[config.mk]
export PLATFORM = sky130hd
export DESIGN_NAME = bin_request_sequencer
export DESIGN_NICKNAME = d
export VERILOG_FILES = /design/src/rtl/arith_dec_pkg.sv /design/src/rtl/bin_request_sequencer.sv
export SDC_FILE = /design/constraint.sdc
export NUM_CORES = 1
export LEC_CHECK = 0
export CORE_ASPECT_RATIO = 0.75
export CORE_MARGIN = 2
export CORE_UTILIZATION = 40
export CTS_CLUSTER_SIZE = 16
export DETAILED_ROUTE_END_ITERATION = 16
export PLACE_DENSITY_LB_ADDON = 0.05
export SKIP_LAST_GASP = 1
export SYNTH_ARGS = -nofsm -noshare
export SYNTH_HDL_FRONTEND = slang
export SYNTH_SLANG_ARGS = --single-unit
[constraint.sdc]
create_clock -name clk -period 2.4 [get_ports clk]
set_input_delay 0.48 -clock clk [delete_from_list [all_inputs] [get_ports clk]]
set_output_delay 0.48 -clock clk [all_outputs]
set_load 0.02 [all_outputs]
[src/rtl/arith_dec_pkg.sv]
// Shared definitions for the arithmetic-decoder control path.
//   seq_state_t       : control-stream parser states
//   CTRL_BYPASS_BIT   : bit of the second record byte that selects bypass decoding
//   CTRL_NUMBINS_MSB  : top bit of the bin-count field in the second record byte
//   BIN_WIDTH_MAX     : widest bin group Decoder can return in one cycle
//   NBIN_W            : width of the "bins minus one" fields (n_bin, bin_cnt)
package arith_dec_pkg;

  typedef enum logic [1:0] {
    S_PSTATE = 2'd0,  // waiting for the pState byte
    S_CTRL   = 2'd1,  // waiting for the {bypass, numBins} byte
    S_RUN    = 2'd2   // issuing decode requests for the current record
  } seq_state_t;

  localparam int CTRL_BYPASS_BIT  = 7;
  localparam int CTRL_NUMBINS_MSB = 6;
  localparam int BIN_WIDTH_MAX    = 4;
  localparam int NBIN_W           = $clog2(BIN_WIDTH_MAX);

endpackage

[src/rtl/bin_request_sequencer.sv]
// bin_request_sequencer
//   Parses 2-byte control records (pState, then {bypass, numBins}) and turns
//   each record into per-cycle decode requests for Decoder. Bins returned by
//   Decoder are captured into a single registered output slot that the sink
//   drains with a valid/ready handshake.
// Ports
//   clk, reset          : rising-edge clock, synchronous active-high reset
//   ctrl_byte/valid/ready : control-stream byte input with handshake
//   pState, bypass      : context state and mode presented to Decoder
//   n_bin               : bins requested this cycle minus one
//   dec_en              : Decoder advances; its dec_bin is captured this cycle
//   dec_bin             : bins from Decoder, valid while dec_en=1
//   bin_out, bin_cnt    : captured bins (bit 0 first) and their count minus one
//   bin_valid, out_ready: output slot handshake
//   record_done         : pulse on the cycle the last request of a record issues
// BIN_WIDTH must lie in 1..BIN_WIDTH_MAX.
module bin_request_sequencer
  import arith_dec_pkg::*;
#(
  parameter int BIN_WIDTH = 1
) (
  input  logic                 clk,
  input  logic                 reset,
  input  logic [7:0]           ctrl_byte,
  input  logic                 ctrl_valid,
  output logic                 ctrl_ready,
  output logic [7:0]           pState,
  output logic                 bypass,
  output logic [NBIN_W-1:0]    n_bin,
  output logic                 dec_en,
  input  logic [BIN_WIDTH-1:0] dec_bin,
  output logic [BIN_WIDTH-1:0] bin_out,
  output logic [NBIN_W-1:0]    bin_cnt,
  output logic                 bin_valid,
  input  logic                 out_ready,
  output logic                 record_done
);

  localparam logic [6:0] BW7 = 7'(BIN_WIDTH);

  seq_state_t           state;
  logic [6:0]           remaining;
  logic [6:0]           step;
  logic                 in_run;
  logic                 ctrl_hs;
  logic [BIN_WIDTH-1:0] bin_mask;

  assign in_run  = (state == S_RUN);
  // Reset gates ready so no byte is ever taken on a reset cycle.
  assign ctrl_ready = !reset && (state == S_PSTATE || state == S_CTRL);
  assign ctrl_hs    = ctrl_valid && ctrl_ready;

  // Bins consumed per request: bypass groups up to BIN_WIDTH bins, but never
  // more than are left in the record; regular decoding is one bin at a time.
  // NOTE: every always_comb output gets a default first so no path leaves it
  // unassigned, which would infer a latch.
  always_comb begin
    step = 7'd1;
    if (bypass) step = (remaining < BW7) ? remaining : BW7;
  end

  // A new request may issue whenever the slot is empty or is being drained
  // this same cycle, which gives one request per cycle under no backpressure.
  assign dec_en      = in_run && (!bin_valid || out_ready);
  assign n_bin       = in_run ? NBIN_W'(step - 7'd1) : '0;
  assign record_done = dec_en && (remaining == step);

  // Bits above n_bin carry whatever Decoder drives there; clear them so the
  // sink sees a clean word.
  always_comb begin
    bin_mask = '0;
    for (int i = 0; i < BIN_WIDTH; i++) bin_mask[i] = (i <= int'(n_bin));
  end

  // NOTE: all state here uses non-blocking assignments so every register
  // samples the pre-edge values; blocking assignments would create ordering
  // races between these registers and the combinational request logic.
  // NOTE: the datapath registers (bin_out, bin_cnt, pState) are reset too
  // because they are externally visible and must read 0 after reset.
  always_ff @(posedge clk) begin
    if (reset) begin
      state     <= S_PSTATE;
      remaining <= '0;
      pState    <= '0;
      bypass    <= 1'b0;
      bin_out   <= '0;
      bin_cnt   <= '0;
      bin_valid <= 1'b0;
    end else begin
      case (state)
        S_PSTATE: begin
          if (ctrl_hs) begin
            pState <= ctrl_byte;
            state  <= S_CTRL;
          end
        end
        S_CTRL: begin
          if (ctrl_hs) begin
            bypass    <= ctrl_byte[CTRL_BYPASS_BIT];
            remaining <= ctrl_byte[CTRL_NUMBINS_MSB:0];
            // An empty record issues nothing and goes straight back.
            state     <= (ctrl_byte[CTRL_NUMBINS_MSB:0] == '0) ? S_PSTATE : S_RUN;
          end
        end
        S_RUN: begin
          if (dec_en) begin
            remaining <= remaining - step;
            if (record_done) state <= S_PSTATE;
          end
        end
        default: state <= S_PSTATE;
      endcase

      if (dec_en) begin
        bin_out   <= dec_bin & bin_mask;
        bin_cnt   <= n_bin;
        bin_valid <= 1'b1;
      end else if (out_ready) begin
        bin_valid <= 1'b0;
      end
    end
  end

endmodule

# Word-level counts from Yosys, hierarchy flattened
# Index checks and enable logic that the tools add are counted.
[word_totals]
ff_bits = 22
input_bits = 13
output_inout_bits = 18
elab_cells = 47
[op_classes]
addsub = 2
order_cmp = 1
eq_ne = 7
mux = 14
n_reduce_logical = 16
[op_table]
columns = ["cell", "count"]
rows = [
  ["7-bit 2-to-1 mux", 4],
  ["7-bit one-hot mux with 2 select lines", 1],
  ["2-bit 2-to-1 mux", 6],
  ["2-bit != test (second input constant)", 4],
  ["7-bit == test", 1],
  ["7-bit logical NOT", 1],
  ["7-bit by 1-bit less-than comparator with 1-bit output (second input constant)", 1],
  ["7-bit subtractor", 1],
  ["2-bit one-hot mux with 3 select lines", 1],
  ["1-bit logical AND", 4],
  ["2-bit AND reduction", 2],
  ["4-bit AND reduction", 1],
  ["2-bit nonzero test", 2],
  ["3-bit AND reduction", 1],
  ["2-bit by 1-bit == test with 1-bit output (second input constant)", 1],
  ["2-bit == test (second input constant)", 1],
  ["1-bit logical NOT", 2],
  ["2-bit logical NOT", 1],
  ["1-bit logical OR", 2],
  ["1-bit 2-to-1 mux", 2],
  ["2-bit by 1-bit subtractor with 2-bit output (second input constant)", 1],
]

# Logic depth before layout (Yosys ltp)
[logic_depth]
word_depth = 8
mapped_depth = 9

# Least setup slack after synthesis
# No wires, ideal clock.
[synth_timing]
path_type = "flip-flop to flip-flop"
startpoint = "reg bypass"
endpoint = "reg remaining[4]"
setup_time_ps = 91
t_arrival_ps = 2297
path_slack_ps = 12
path_stages_with_launch = 10
path_buffers = 0
path_cell_list = "dfxtp_1 -> nor4b_1 -> nand2_1 -> ha_1 -> fa_1 -> and2b_2 -> o21a_1 -> nor2_1 -> or3_1 -> a311oi_1"
[synth_via]
elab_chain_cells = 4
[synth_lines]
columns = ["element", "line", "rtl"]
rows = [
  ["start: declaration", "bin_request_sequencer.sv:28", "output logic bypass,"],
  ["start signal: assignment", "bin_request_sequencer.sv:99", "bypass <= ctrl_byte[CTRL_BYPASS_BIT];"],
  ["7-bit 2-to-1 mux", "bin_request_sequencer.sv:59", "if (bypass) step = (remaining < BW7) ? remaining : BW7;"],
  ["7-bit subtractor", "bin_request_sequencer.sv:107", "remaining <= remaining - step;"],
  ["7-bit 2-to-1 mux", "bin_request_sequencer.sv:106", "if (dec_en) begin"],
  ["7-bit one-hot mux with 2 select lines", "bin_request_sequencer.sv:90", "case (state)"],
  ["end signal: assignment", "bin_request_sequencer.sv:100", "remaining <= ctrl_byte[CTRL_NUMBINS_MSB:0];"],
  ["end signal: assignment", "bin_request_sequencer.sv:107", ""],
  ["end: declaration", "bin_request_sequencer.sv:42", "logic [6:0] remaining;"],
]
# No other way between the ends. The select of a mux whose other input is x is not followed.
# A chain may end at the register's enable or synchronous reset.

# Worst setup path in the final report
[layout_timing]
startpoint = "reg remaining[5]"
endpoint = "reg remaining[4]"
[layout_via]
elab_chain_cells = 6
[layout_lines]
columns = ["element", "line"]
rows = [
  ["7-bit by 1-bit less-than comparator with 1-bit output", "bin_request_sequencer.sv:59"],
  ["7-bit 2-to-1 mux (2 in series)", "bin_request_sequencer.sv:59"],
  ["7-bit subtractor", "bin_request_sequencer.sv:107"],
  ["7-bit 2-to-1 mux", "bin_request_sequencer.sv:106"],
  ["7-bit one-hot mux with 2 select lines", "bin_request_sequencer.sv:90"],
]
# No other way between the ends. The select of a mux whose other input is x is not followed.

==> reports/qor.txt <==
Pre-CTS WS: -0.124 ns
Worst r2r src: remaining[5]
Critical path peak fanout: 2
Initial antenna violation count: 0
Net Sw Frac: 31.0%
Clk slew on worst S/H paths: 0.08 ns
Synth top area cells: dfxtp_1, a21oi_1, ha_1, nand2_1, nor2_1
Final Power: 939 uW
Detailed-route via count: 1272
Diode count: 0
Max Freq: 429 MHz
Comb pwr share: 31.8%
Capturing point of the worst reg2reg path: remaining[4]
Sequential share of power: 43.4%
Most used flip-flop cell after synthesis: dfxtp_1
Status: completed
Vias per cell: 5.13
Post-synth top area share: 34.9%
Final TNS setup: 0 ns
WL/cell: 13.9 um
DRC Markers: 0
Worst r2r path cells: 10
Final min period: 2.33 ns
EDFF count, synth: 0
Clk_skew: 0.00578 ns
Worst Setup End Kind: flop
Final #Nets: 234
Clock latency on the worst-skew pair: 0.26 ns
Worst endpoint required time: 2.59 ns
Final setup vio count: 0
Final Wtd Congestion: 0.783
Hold_buf cts: 0
Critical Path Source: remaining[5]
Final Hold Viols: 0
Die area: 0.00363 mm2
Syn Std Cell Area: 0.00126 mm2
Maximum VDD drop: 0.000390 V
GRT Overall Usage: 21.1%
Hold Crit Class: flop to flop
Synth warn: 0
Avg Cell Area, Syn: 8.14 um2
Row cnt: 17
Syn-to-layout area delta: 46.6%
Switching pwr: 291 uW
Vias in the first global route: 1160
Post-DP HPWL: 2.66 mm
Post-synthesis async set-or-reset flop share: 0%
DRT iter0 DRCs: 57
CP Launch Type: flop
Final worst setup slack: 0.0708 ns
First-pass GRT wire length: 5.49 mm
Clock share of power: 24.8%
Pleak: 0.000715 uW
Cell Pwr Density: 508 mW/mm2
Setup crit end: remaining[4]
Largest net degree at the start of global routing: 25
Root Buffer: clkbuf_8
Starting density of the core: 42.4%
Setup Fix Bufs, Post-CTS: 0
IO Pins: 31
Post-synthesis cell type count: 43
Max-cap violations: 0
GRT Residual Overflow: 0
Detail Route Antenna Nets: 0
Final worst-path cycle share: 97.0%
Cells after synthesis: 155
Die width: 68.9 um
Total CTS buffers: 3
Reg2reg setup slack: 0.07 ns
Port bufs: 30
P_int: 648 uW
Arr. time, crit path: 2.51 ns
Fin. max-slew vios: 0
CTS tree: built
FF+latch count, synth: 22
Register area share after synthesis: 34.9%
Fraction of layout cells with a size suffix above 1: 20.5%
Die height: 52.7 um
H-Tree Depth: 1
Largest area contributor in the netlist: dfxtp_1
Drt pass-1 iters: 4
Core area: 0.00298 mm2
Clk sinks: 22
Post-Route WL: 3.45 mm
Clk buf depth: 2
WS Path Type: flop to flop
Unrepaired setup endpoints after global routing: true
area by class of cell:
class | instances | area (um2)
Timing Repair Buffer | 53 | 464
Tap cell | 38 | 47.5
Sequential cell | 22 | 442
Clock buffer | 3 | 41.3
Fill cell | 263 | 1130
Inverter | 4 | 15.0
Multi-Input combinational cell | 128 | 841
routing by layer:
metal | GRT usage (%) | routed length (um) | part of all wire, % | up-vias
li1 | - | - | - | 657
met1 | 28.8 | 1710 | 50 | 583
met2 | 33.0 | 1540 | 45 | 27
met3 | 5.81 | 171 | 5.0 | 5
met4 | 4.90 | 25 | 0.72 | 0
met5 | 0 | 0 | 0 | -
per-stage QoR:
step	instance area (um2)	instances	hold WS, ns	util [%]
final	1850	248	0.457	62.1
after CTS	1820	248	0.457	61.0
after global routing	1850	248	0.480	62.1
after global placement	1760	245	0.443	59.2
after detailed placement	1760	245	0.447	59.2
after floorplan	1280	161	0.445	-
synth_stat cells (all sizes together) (3+ instances only):
| master | n |
|---|---|
| nand2 | 28 |
| dfxtp | 22 |
| a21oi | 20 |
| nor2 | 12 |
| ha | 8 |
| nor3 | 7 |
| buf | 5 |
| o21ai | 5 |
| inv | 4 |
| nand3 | 4 |
| a211oi | 3 |
| nor4 | 3 |
flip-flops by register name (all words and copies together) (netlist names):
signal,flops
bin_out,1
remaining,7
pState,8
bin_valid,1
bypass,1
state,2
bin_cnt,2
cells by family after synthesis:
family,count (synthesis),synth area share (%)
and+or+nand+nor,67,27.0
AOI/OAI and AO/OA,43,22.7
xor gates and xnor gates,1,0.694
adders and majority gates,9,9.51
DFF,22,34.9
buffers and inverters,11,4.66
other,2,0.595
cell usage in the layout (no fill, tap or decap), drive strengths merged, types with 3 or more instances in the layout:
cell type	n
a211oi	3
a21oi	20
buf	24
clkbuf	3
clkdlybuf4s50	26
conb	8
dfxtp	22
dlygate4sd2	3
ha	8
inv	4
nand2	28
nand3	4
nor2	12
nor3	7
nor4	3
o21ai	5
worst min-delay path by stage:
stage | startpoint | endpoint | slack [ns] | cells after the start
2_1_floorplan | remaining[0] | remaining[0] | 0.45 | 2
3_3_place_gp | pState[5] | pState[5] | 0.44 | 2
5_1_grt | pState[4] | pState[4] | 0.48 | 2
3_5_place_dp | pState[5] | pState[5] | 0.45 | 2
4_1_cts | pState[5] | pState[5] | 0.46 | 2
6_report | pState[4] | pState[4] | 0.46 | 2
worst max-delay path, cell delays in order (launching register included):
cell,delay (ns)
dfxtp_2,0.33
nor4_2,0.27
buf_4,0.17
nand2_4,0.05
ha_4,0.17
fa_2,0.34
and2b_2,0.23
o21a_1,0.11
nor2_1,0.05
or3_1,0.32
a311oi_2,0.19
power groups by stage:
stage	logic, uW	clock network, uW	registers [uW]
final	298	233	408
after detailed placement	283	0	413
after global placement	278	0	412
after floorplan	150	0	421
after global routing	330	253	410
after CTS	287	239	406
what timing repair did:
item                                    4_1_cts  5_1_grt
resized for setup                            10        9
pin swaps                                     0        2
endpoints found under the setup margin        6        3
(Power assumes the default switching activity.)
